### config.mk
export PLATFORM = sky130hd
export DESIGN_NAME = viterbi_dec_acs
export DESIGN_NICKNAME = d
export VERILOG_FILES = /design/src/rtl/viterbi_dec_acs.sv
export SDC_FILE = /design/constraint.sdc
export NUM_CORES = 1
export LEC_CHECK = 0
export ABC_AREA = 1
export ABC_CLOCK_PERIOD_IN_PS = 4900
export CAP_MARGIN = 20
export CELL_PAD_IN_SITES_DETAIL_PLACEMENT = 1
export CELL_PAD_IN_SITES_GLOBAL_PLACEMENT = 1
export CORE_MARGIN = 3
export CORE_UTILIZATION = 41
export DETAILED_ROUTE_END_ITERATION = 10
export GPL_TIMING_DRIVEN = 0
export PLACE_DENSITY_LB_ADDON = 0.12
export SYNTH_ARGS = -nofsm -noshare
export SYNTH_HDL_FRONTEND = slang
export SYNTH_SLANG_ARGS = --single-unit
### constraint.sdc
create_clock -name i_clk -period 4.9 [get_ports i_clk]
set_clock_uncertainty 0.05 [all_clocks]
set_input_delay 0.49 -clock i_clk [delete_from_list [all_inputs] [get_ports i_clk]]
set_output_delay 0.49 -clock i_clk [all_outputs]
set_load 0.02 [all_outputs]
### src/rtl/viterbi_dec_acs.sv
// rtl/viterbi_dec_acs.sv - rate-1/2 hard-decision Viterbi decoder, ACS with register-exchange survivors
// Optional o_err_cnt output is enabled by defining VITERBI_ERR_CNT_EN.
module viterbi_dec_acs #(
  parameter int               P_K        = 3,
  parameter logic [P_K-1:0]   P_POLY_0   = 3'b111,
  parameter logic [P_K-1:0]   P_POLY_1   = 3'b101,
  parameter int               P_TB_DEPTH = 15,
  parameter int               P_METRIC_W = 6
) (
  input  logic                  i_clk,
  input  logic                  i_reset,
  input  logic [1:0]            i_data,
  input  logic [1:0]            i_valid,
  output logic                  o_data,
  output logic                  o_valid,
  output logic                  o_error,
`ifdef VITERBI_ERR_CNT_EN
  output logic [15:0]           o_err_cnt,
`endif
  output logic [P_METRIC_W-1:0] o_metric
);

  localparam int S_W = P_K - 1;
  localparam int N   = 1 << S_W;
  localparam int D   = P_TB_DEPTH;
  localparam int W   = P_METRIC_W;
  localparam int F_W = $clog2(D + 1);
  localparam logic [W-1:0]   PM_INIT  = W'(1 << (W - 2));
  localparam logic [F_W-1:0] FILL_MAX = F_W'(D);

  logic [W-1:0]   pm_q [N];
  logic [W-1:0]   pm_d [N];
  logic [W-1:0]   acs_pm [N];
  logic [D-1:0]   surv_q [N];
  logic [D-1:0]   surv_d [N];
  logic [D-1:0]   acs_surv [N];
  logic [F_W-1:0] fill_q, fill_d;
  logic           data_q, data_d;
  logic           valid_q, valid_d;
  logic           error_q, error_d;
  logic [W-1:0]   metric_q, metric_d;
  logic           accept;
  logic           all_msb;
  logic [S_W-1:0] best;
  logic [W-1:0]   min_pm;
  logic           zero_branch;

  assign accept = (i_valid != 2'b00);

  // Erased bits are masked out of the Hamming distance.
  function automatic logic [1:0] branch_metric(input logic [P_K-1:0] r,
                                               input logic [1:0] d,
                                               input logic [1:0] v);
    logic c0, c1;
    c0 = ^(r & P_POLY_0);
    c1 = ^(r & P_POLY_1);
    return {1'b0, v[0] & (c0 ^ d[0])} + {1'b0, v[1] & (c1 ^ d[1])};
  endfunction

  function automatic logic [W-1:0] sat_add(input logic [W-1:0] a, input logic [1:0] b);
    logic [W:0] sum;
    sum = {1'b0, a} + {{(W-1){1'b0}}, b};
    return sum[W] ? {W{1'b1}} : sum[W-1:0];
  endfunction

  always_comb begin
    logic [S_W-1:0] ns, p0, p1;
    logic [W-1:0]   c0, c1;
    ns = '0;
    p0 = '0;
    p1 = '0;
    c0 = '0;
    c1 = '0;
    all_msb = 1'b1;
    for (int i = 0; i < N; i++) begin
      ns = S_W'(i);
      p0 = {1'b0, ns[S_W-1:1]};
      p1 = {1'b1, ns[S_W-1:1]};
      c0 = sat_add(pm_q[p0], branch_metric({p0, ns[0]}, i_data, i_valid));
      c1 = sat_add(pm_q[p1], branch_metric({p1, ns[0]}, i_data, i_valid));
      if (c1 < c0) begin
        acs_pm[i]   = c1;
        acs_surv[i] = {surv_q[p1][D-2:0], ns[0]};
      end else begin
        acs_pm[i]   = c0;
        acs_surv[i] = {surv_q[p0][D-2:0], ns[0]};
      end
      all_msb = all_msb & acs_pm[i][W-1];
    end
  end

  // Best state and error flag look at the metrics before this symbol is folded in.
  always_comb begin
    min_pm = pm_q[0];
    best   = '0;
    for (int i = 1; i < N; i++) begin
      if (pm_q[i] < min_pm) begin
        min_pm = pm_q[i];
        best   = S_W'(i);
      end
    end
    zero_branch = 1'b0;
    for (int i = 0; i < N; i++) begin
      if (pm_q[i] == min_pm &&
          (branch_metric({S_W'(i), 1'b0}, i_data, i_valid) == 2'd0 ||
           branch_metric({S_W'(i), 1'b1}, i_data, i_valid) == 2'd0))
        zero_branch = 1'b1;
    end
  end

  always_comb begin
    pm_d     = pm_q;
    surv_d   = surv_q;
    fill_d   = fill_q;
    data_d   = data_q;
    metric_d = metric_q;
    valid_d  = 1'b0;
    error_d  = 1'b0;
    if (accept) begin
      for (int i = 0; i < N; i++)
        pm_d[i] = all_msb ? {1'b0, acs_pm[i][W-2:0]} : acs_pm[i];
      surv_d   = acs_surv;
      fill_d   = (fill_q == FILL_MAX) ? fill_q : fill_q + F_W'(1);
      data_d   = surv_q[best][D-1];
      metric_d = min_pm;
      error_d  = ~zero_branch;
      valid_d  = (fill_q == FILL_MAX);
    end
  end

  always_ff @(posedge i_clk) begin
    if (i_reset) begin
      for (int i = 0; i < N; i++) begin
        pm_q[i]   <= (i == 0) ? '0 : PM_INIT;
        surv_q[i] <= '0;
      end
      fill_q   <= '0;
      data_q   <= 1'b0;
      valid_q  <= 1'b0;
      error_q  <= 1'b0;
      metric_q <= '0;
    end else begin
      pm_q     <= pm_d;
      surv_q   <= surv_d;
      fill_q   <= fill_d;
      data_q   <= data_d;
      valid_q  <= valid_d;
      error_q  <= error_d;
      metric_q <= metric_d;
    end
  end

  assign o_data   = data_q;
  assign o_valid  = valid_q;
  assign o_error  = error_q;
  assign o_metric = metric_q;

`ifdef VITERBI_ERR_CNT_EN
  logic [15:0] err_cnt_q, err_cnt_d;

  always_comb begin
    err_cnt_d = err_cnt_q;
    if (error_q && err_cnt_q != 16'hFFFF)
      err_cnt_d = err_cnt_q + 16'd1;
  end

  always_ff @(posedge i_clk) begin
    if (i_reset)
      err_cnt_q <= '0;
    else
      err_cnt_q <= err_cnt_d;
  end

  assign o_err_cnt = err_cnt_q;
`endif

endmodule

==> results by group, run 1 <==
Floorplan
  – Die Ht: 136 um
  – Initial Utilization: 0.425
  – Die width: 136 um
  – CORE AREA: 16200 um2
  – IO Pins: 15
  – DIE AREA: 18400 um2
  – Cell Rows: 46

Critical path
  – Crit path launch type: register
  – Kind of critical path: reg2reg
  – Slowest-stage cell, CP: dfxtp_4
  – Most frequent CP cell: nand2_1
  – CP endpoint kind: register
  – CP top delay family: simple AND/OR/NAND/NOR gates
  – Buf+Inv Stages, Crit Path: 6
  – Crit-path max FO: 10
  – Critical Path AT: 4.89 ns
  – Crit path required time: 5.10 ns
  – CP max stage delay: 0.40 ns

Route
  – Antenna Violating Nets Remaining: 0
  – Pre-antenna DRT Iters: 5
  – 1st-iter DRT viols: 430
  – DRT Wirelength: 24.6 mm
  – Vias: 7279
  – Via density: 5.52
  – Wire length per cell: 18.6 um
  – DRC errors left: 0

Clock network
  – Hold_buf cts: 0
  – CTS tree: built
  – Total CTS buffers: 9
  – Worst-skew pair later-pin latency: 0.36 ns
  – Clk buf depth: 2
  – CTS H-tree depth: 3
  – CTS Sinks: 92
  – Reg clk slew, reported paths: 0.08 ns
  – Root buf cell: clkbuf_16

Place
  – Placed wire-length estimate: 19.4 mm
  – I/O Buffers: 13
  – Post-place setup slack: -0.927 ns
  – GPL Wtd Cong: 0.902
  – Post-DP Area: 7280 um2
  – Placed Cells: 1291

Worst hold path
  – Worst Hold Class: reg2reg

Timing
  – Worst slew pin tran: 0.775 ns
  – Slew HR: 0.484
  – Fin worst setup slack: 0.212 ns
  – Setup-failing EPs final: 0
  – Final Max Tran Viols: 0
  – Hold Fails Final Rpt: 0
  – Tcrit/Tclk final: 0.957
  – Fmax: 213 MHz
  – Min cycle time layout: 4.69 ns
  – Hold slack: 0.418 ns

Global route
  – Vias in the first global route: 7164
  – Gr usage total: 0.275
  – Antenna violations before repair: 0
  – Largest net degree at the start of global routing: 17
  – Total gr overflow: 0
  – First-pass GRT wire length: 39.5 mm

Yosys
  – Sequential element share of the synthesized area: 0.268
  – Yosys warns: 0
  – Mapped Cells: 1062
  – #FFs+latches synth: 92
  – Post-synth top area cell: dfxtp_1
  – Post-synth top area share: 0.268
  – Synth area leaders: dfxtp_1 27%, o21ai_0 12%, nand2_1 11%
  – Mean area per synthesized cell: 6.48 um2
  – Synthesized Nets: 1134
  – Netlist cell types: 35
  – Cell area after synthesis: 6880 um2

Layout
  – Finished Layout Cells: 1319
  – Most common cell after layout, fill and taps aside: nand2_1
  – Filler cell count: 2198
  – Layout cells sized above 1: 0.0888
  – # diodes: 0
  – Area growth syn-to-layout: 14.2%
  – Cell area after layout: 7860 um2
  – NumNets Final: 1170
  – Most frequent cells in the layout: 198 x nand2_1, 160 x o21ai_0, 149 x nand3_1

Status
  – Status: complete, no violations

Run
  – Max cap viols: 0
[final timing paths]
kind / from / endpoint / slack, ns / cells after the start
max: pm_q[22] / o_error / 0.21 / 33
min reg2reg: surv_q[0] / surv_q[0] / 0.42 / 2
min: surv_q[0] / surv_q[0] / 0.42 / 2
max reg2reg: pm_q[22] / o_error / 0.21 / 33
[sequential cells by signal, indices dropped and copies added, names as in the netlist]
name / flops
o_error: 1
surv_q: 55
o_valid: 1
o_metric: 6
o_data: 1
fill_q: 4
pm_q: 24
[kinds of logic (layout without fill, tap and decap cells)]
| group | after synthesis | after routing | share of synthesized area |
|---|---|---|---|
| AO/OA/AOI/OAI | 251 | 251 | 0.195 |
| XOR/XNOR | 4 | 4 | 0.00509 |
| adder cells (fa/ha/maj) | 66 | 66 | 0.129 |
| buffers and inverters | 197 | 238 | 0.112 |
| flip-flops | 92 | 92 | 0.268 |
| AND/OR/NAND/NOR | 452 | 452 | 0.291 |
[synthesized netlist by cell type]
master,number
a21oi_1,47
inv_1,139
nand4_1,1
nor2_1,61
o21ai_0,167
and3_1,1
nor2_2,1
clkbuf_1,44
o31ai_1,6
o22ai_1,6
nand2_2,13
buf_6,4
inv_2,4
xor2_1,4
nand3_2,4
o21a_1,9
a21oi_4,1
a21oi_2,1
buf_2,3
nand2_1,204
fa_1,8
o211ai_1,9
a211oi_1,1
o21ai_1,3
nand2_4,3
nand3_1,150
o21bai_1,1
nor3_1,5
buf_1,2
or3_1,4
or2_2,4
ha_1,58
or2_1,1
clkinv_1,1
dfxtp_1,92
[area by class of cell]
type                    count  area (um2)  share of cell area
inverters                 144         553              0.0704
plain buffers              51         240              0.0306
well taps                 216         270              0.0344
clock buffers              10         229              0.0291
repair buffers             27         235              0.0299
flip-flops and latches     92        1860               0.237
multi-input cells         773        4370               0.557
clock inverters             6        93.8              0.0119
[per-layer routing]
metal	global-route usage	wire [um]
met3	0.0338	1090
met5	0	0
met2	0.434	10900
met4	0.0661	353
met1	0.401	12300
[timing repair]
action / in CTS / in global routing
endpoints found under the setup margin: 8 / 26
cloned: 0 / 0
hold endpoints to repair: 0 / 0
pin swaps: 2 / 5
buffers inserted: 2 / 12
resized for setup: 17 / 35
[worst min-delay path: stages (launching register included)]
cell     delay, ns
dfxtp_1       0.31
nand2_1       0.06
nand2_1       0.05
[metrics by stage]
step | util | setup TNS, ns
5_1_grt | 0.486 | -0.104
4_1_cts | 0.473 | 0
3_3_place_gp | 0.450 | -4.67
3_5_place_dp | 0.450 | -4.78
6_report | 0.486 | 0
2_1_floorplan | - | 0
Power of run 1 is not shown: default switching activity piles up to over one toggle a cycle in this logic, so the estimate is an artifact.
==> inputs of run 2 (changes only) <==
--- a/config.mk
+++ b/config.mk
@@ -7,13 +7,13 @@
 export LEC_CHECK = 0
 export ABC_AREA = 1
 export ABC_CLOCK_PERIOD_IN_PS = 4900
-export CAP_MARGIN = 20
 export CELL_PAD_IN_SITES_DETAIL_PLACEMENT = 1
 export CELL_PAD_IN_SITES_GLOBAL_PLACEMENT = 1
 export CORE_MARGIN = 3
-export CORE_UTILIZATION = 41
+export CORE_UTILIZATION = 30
 export DETAILED_ROUTE_END_ITERATION = 10
 export GPL_TIMING_DRIVEN = 0
+export HOLD_SLACK_MARGIN = 0.12
 export PLACE_DENSITY_LB_ADDON = 0.12
 export SYNTH_ARGS = -nofsm -noshare
 export SYNTH_HDL_FRONTEND = slang
==> results by group, run 2 (synthesis gave the netlist of run 1 again) <==
Place
  – Post-DP Area: 7360 um2
  – Placed wire-length estimate: 20.5 mm
  – I/O Buffers: 13
  – GPL Wtd Cong: 0.886
  – Post-place setup slack: -1.16 ns

Route
  – Wire length per cell: 18.7 um
  – Pre-antenna DRT Iters: 5
  – DRC errors left: 0
  – 1st-iter DRT viols: 518
  – Via density: 5.22
  – Vias: 7276
  – Antenna Violating Nets Remaining: 0
  – DRT Wirelength: 26.0 mm

Critical path
  – Most frequent CP cell: nand2_1
  – Buf+Inv Stages, Crit Path: 9
  – CP top delay family: simple AND/OR/NAND/NOR gates
  – Slowest-stage cell, CP: dfxtp_4
  – CP max stage delay: 0.39 ns
  – Crit-path max FO: 6
  – Kind of critical path: reg2reg
  – Critical Path AT: 4.85 ns
  – CP endpoint kind: register
  – R2R Setup Slk: 0.26 ns
  – Crit path launch type: register
  – Crit path required time: 5.11 ns

Timing
  – Tcrit/Tclk final: 0.947
  – Final Max Tran Viols: 0
  – Min cycle time layout: 4.64 ns
  – Fin worst setup slack: 0.261 ns
  – Setup-failing EPs final: 0
  – Fmax: 216 MHz
  – Hold Fails Final Rpt: 0
  – RSZ-0062 raised after global routing: true
  – Slew HR: 0.513
  – Sum Neg Setup Slack: 0 ns
  – Worst slew pin tran: 0.731 ns

Global route
  – Largest net degree at the start of global routing: 20
  – Antenna violations before repair: 0
  – Total gr overflow: 0
  – Gr usage total: 0.216
  – First-pass GRT wire length: 41.2 mm
  – Vias in the first global route: 7101

Layout
  – Area growth syn-to-layout: 18.0%
  – Fin util: 0.366
  – Most frequent cells in the layout: 196 x nand2_1, 159 x o21ai_0, 149 x nand3_1
  – Largest register FFs: 55
  – Cell area after layout: 8120 um2
  – Most common cell after layout, fill and taps aside: nand2_1
  – NumNets Final: 1182
  – Layout cells sized above 1: 0.108
  – # diodes: 0
  – Largest Register: surv_q

Clock network
  – Clk buf depth: 2
  – CTS tree: built
  – CTS H-tree depth: 3
  – Reg clk slew, reported paths: 0.08 ns
  – Root buf cell: clkbuf_16
  – CTS Sinks: 92
  – Total CTS buffers: 9
  – Worst-skew pair later-pin latency: 0.36 ns

Run
  – Max cap viols: 0

Floorplan
  – Die Ht: 157 um
  – IO Pins: 15
  – Die width: 157 um
  – DIE AREA: 24800 um2
  – CORE AREA: 22200 um2
  – Cell Rows: 54
  – Initial Utilization: 0.310

Worst hold path
  – Worst Hold Class: reg2reg

Status
  – Status: complete, no violations
-- run 2: cell types whose count changed in the layout (fill, tap and decap cells not counted), sizes merged --
cell	change
clkinv	+1
inv	+3
buf	+9
clkbuf	+2
clkinvlp	-1
bufinv	-2
-- run 2: worst paths after layout --
path	startpoint	end	cells past startpoint
max	pm_q[22]	o_error	33
min	surv_q[0]	surv_q[0]	2
max reg2reg	pm_q[22]	o_error	33
min reg2reg	surv_q[0]	surv_q[0]	2
-- run 2: final cells by class --
| class | instances | area [um2] |
|---|---|---|
| Tap cell | 280 | 350 |
| Multi-Input combinational cell | 773 | 4420 |
| Clock inverter | 7 | 75.1 |
| Fill cell | 2852 | 14000 |
| Timing Repair Buffer | 39 | 378 |
| Sequential cell | 92 | 1860 |
| Buffer | 51 | 259 |
| Inverter | 144 | 552 |
| Clock buffer | 9 | 225 |
-- run 2: per-stage QoR --
stage / hold WS (ns) / cells
after floorplan: 0.377 / 1062
after global placement: 0.395 / 1355
after CTS: 0.428 / 1373
final: 0.422 / 1395
after global routing: 0.457 / 1395
after detailed placement: 0.415 / 1355
-- run 2: routing by layer --
layer  routed length [um]  GRT usage
met2                11900      0.346
met1                12900      0.311
met4                  342     0.0517
met5                    0          0
met3                  896     0.0231
-- run 2: worst reg2reg max path, delay by kind of cell (launching register included) --
kind / cells / cell delay (ns)
buffers and inverters: 9 / 1.03
DFF: 1 / 0.39
adders and majority gates: 3 / 0.78
AOI/OAI and AO/OA: 6 / 1.02
and+or+nand+nor: 15 / 1.29
-- run 2: what timing repair did --
item | 4_1_cts | 5_1_grt
gates cloned | 0 | 3
buffers inserted | 4 | 19
hold buffers | 0 | 0
pin swaps | 3 | 14
gates resized for setup | 27 | 48
setup endpoints to repair | 8 | 25
Power of run 2 is left out for the same reason.
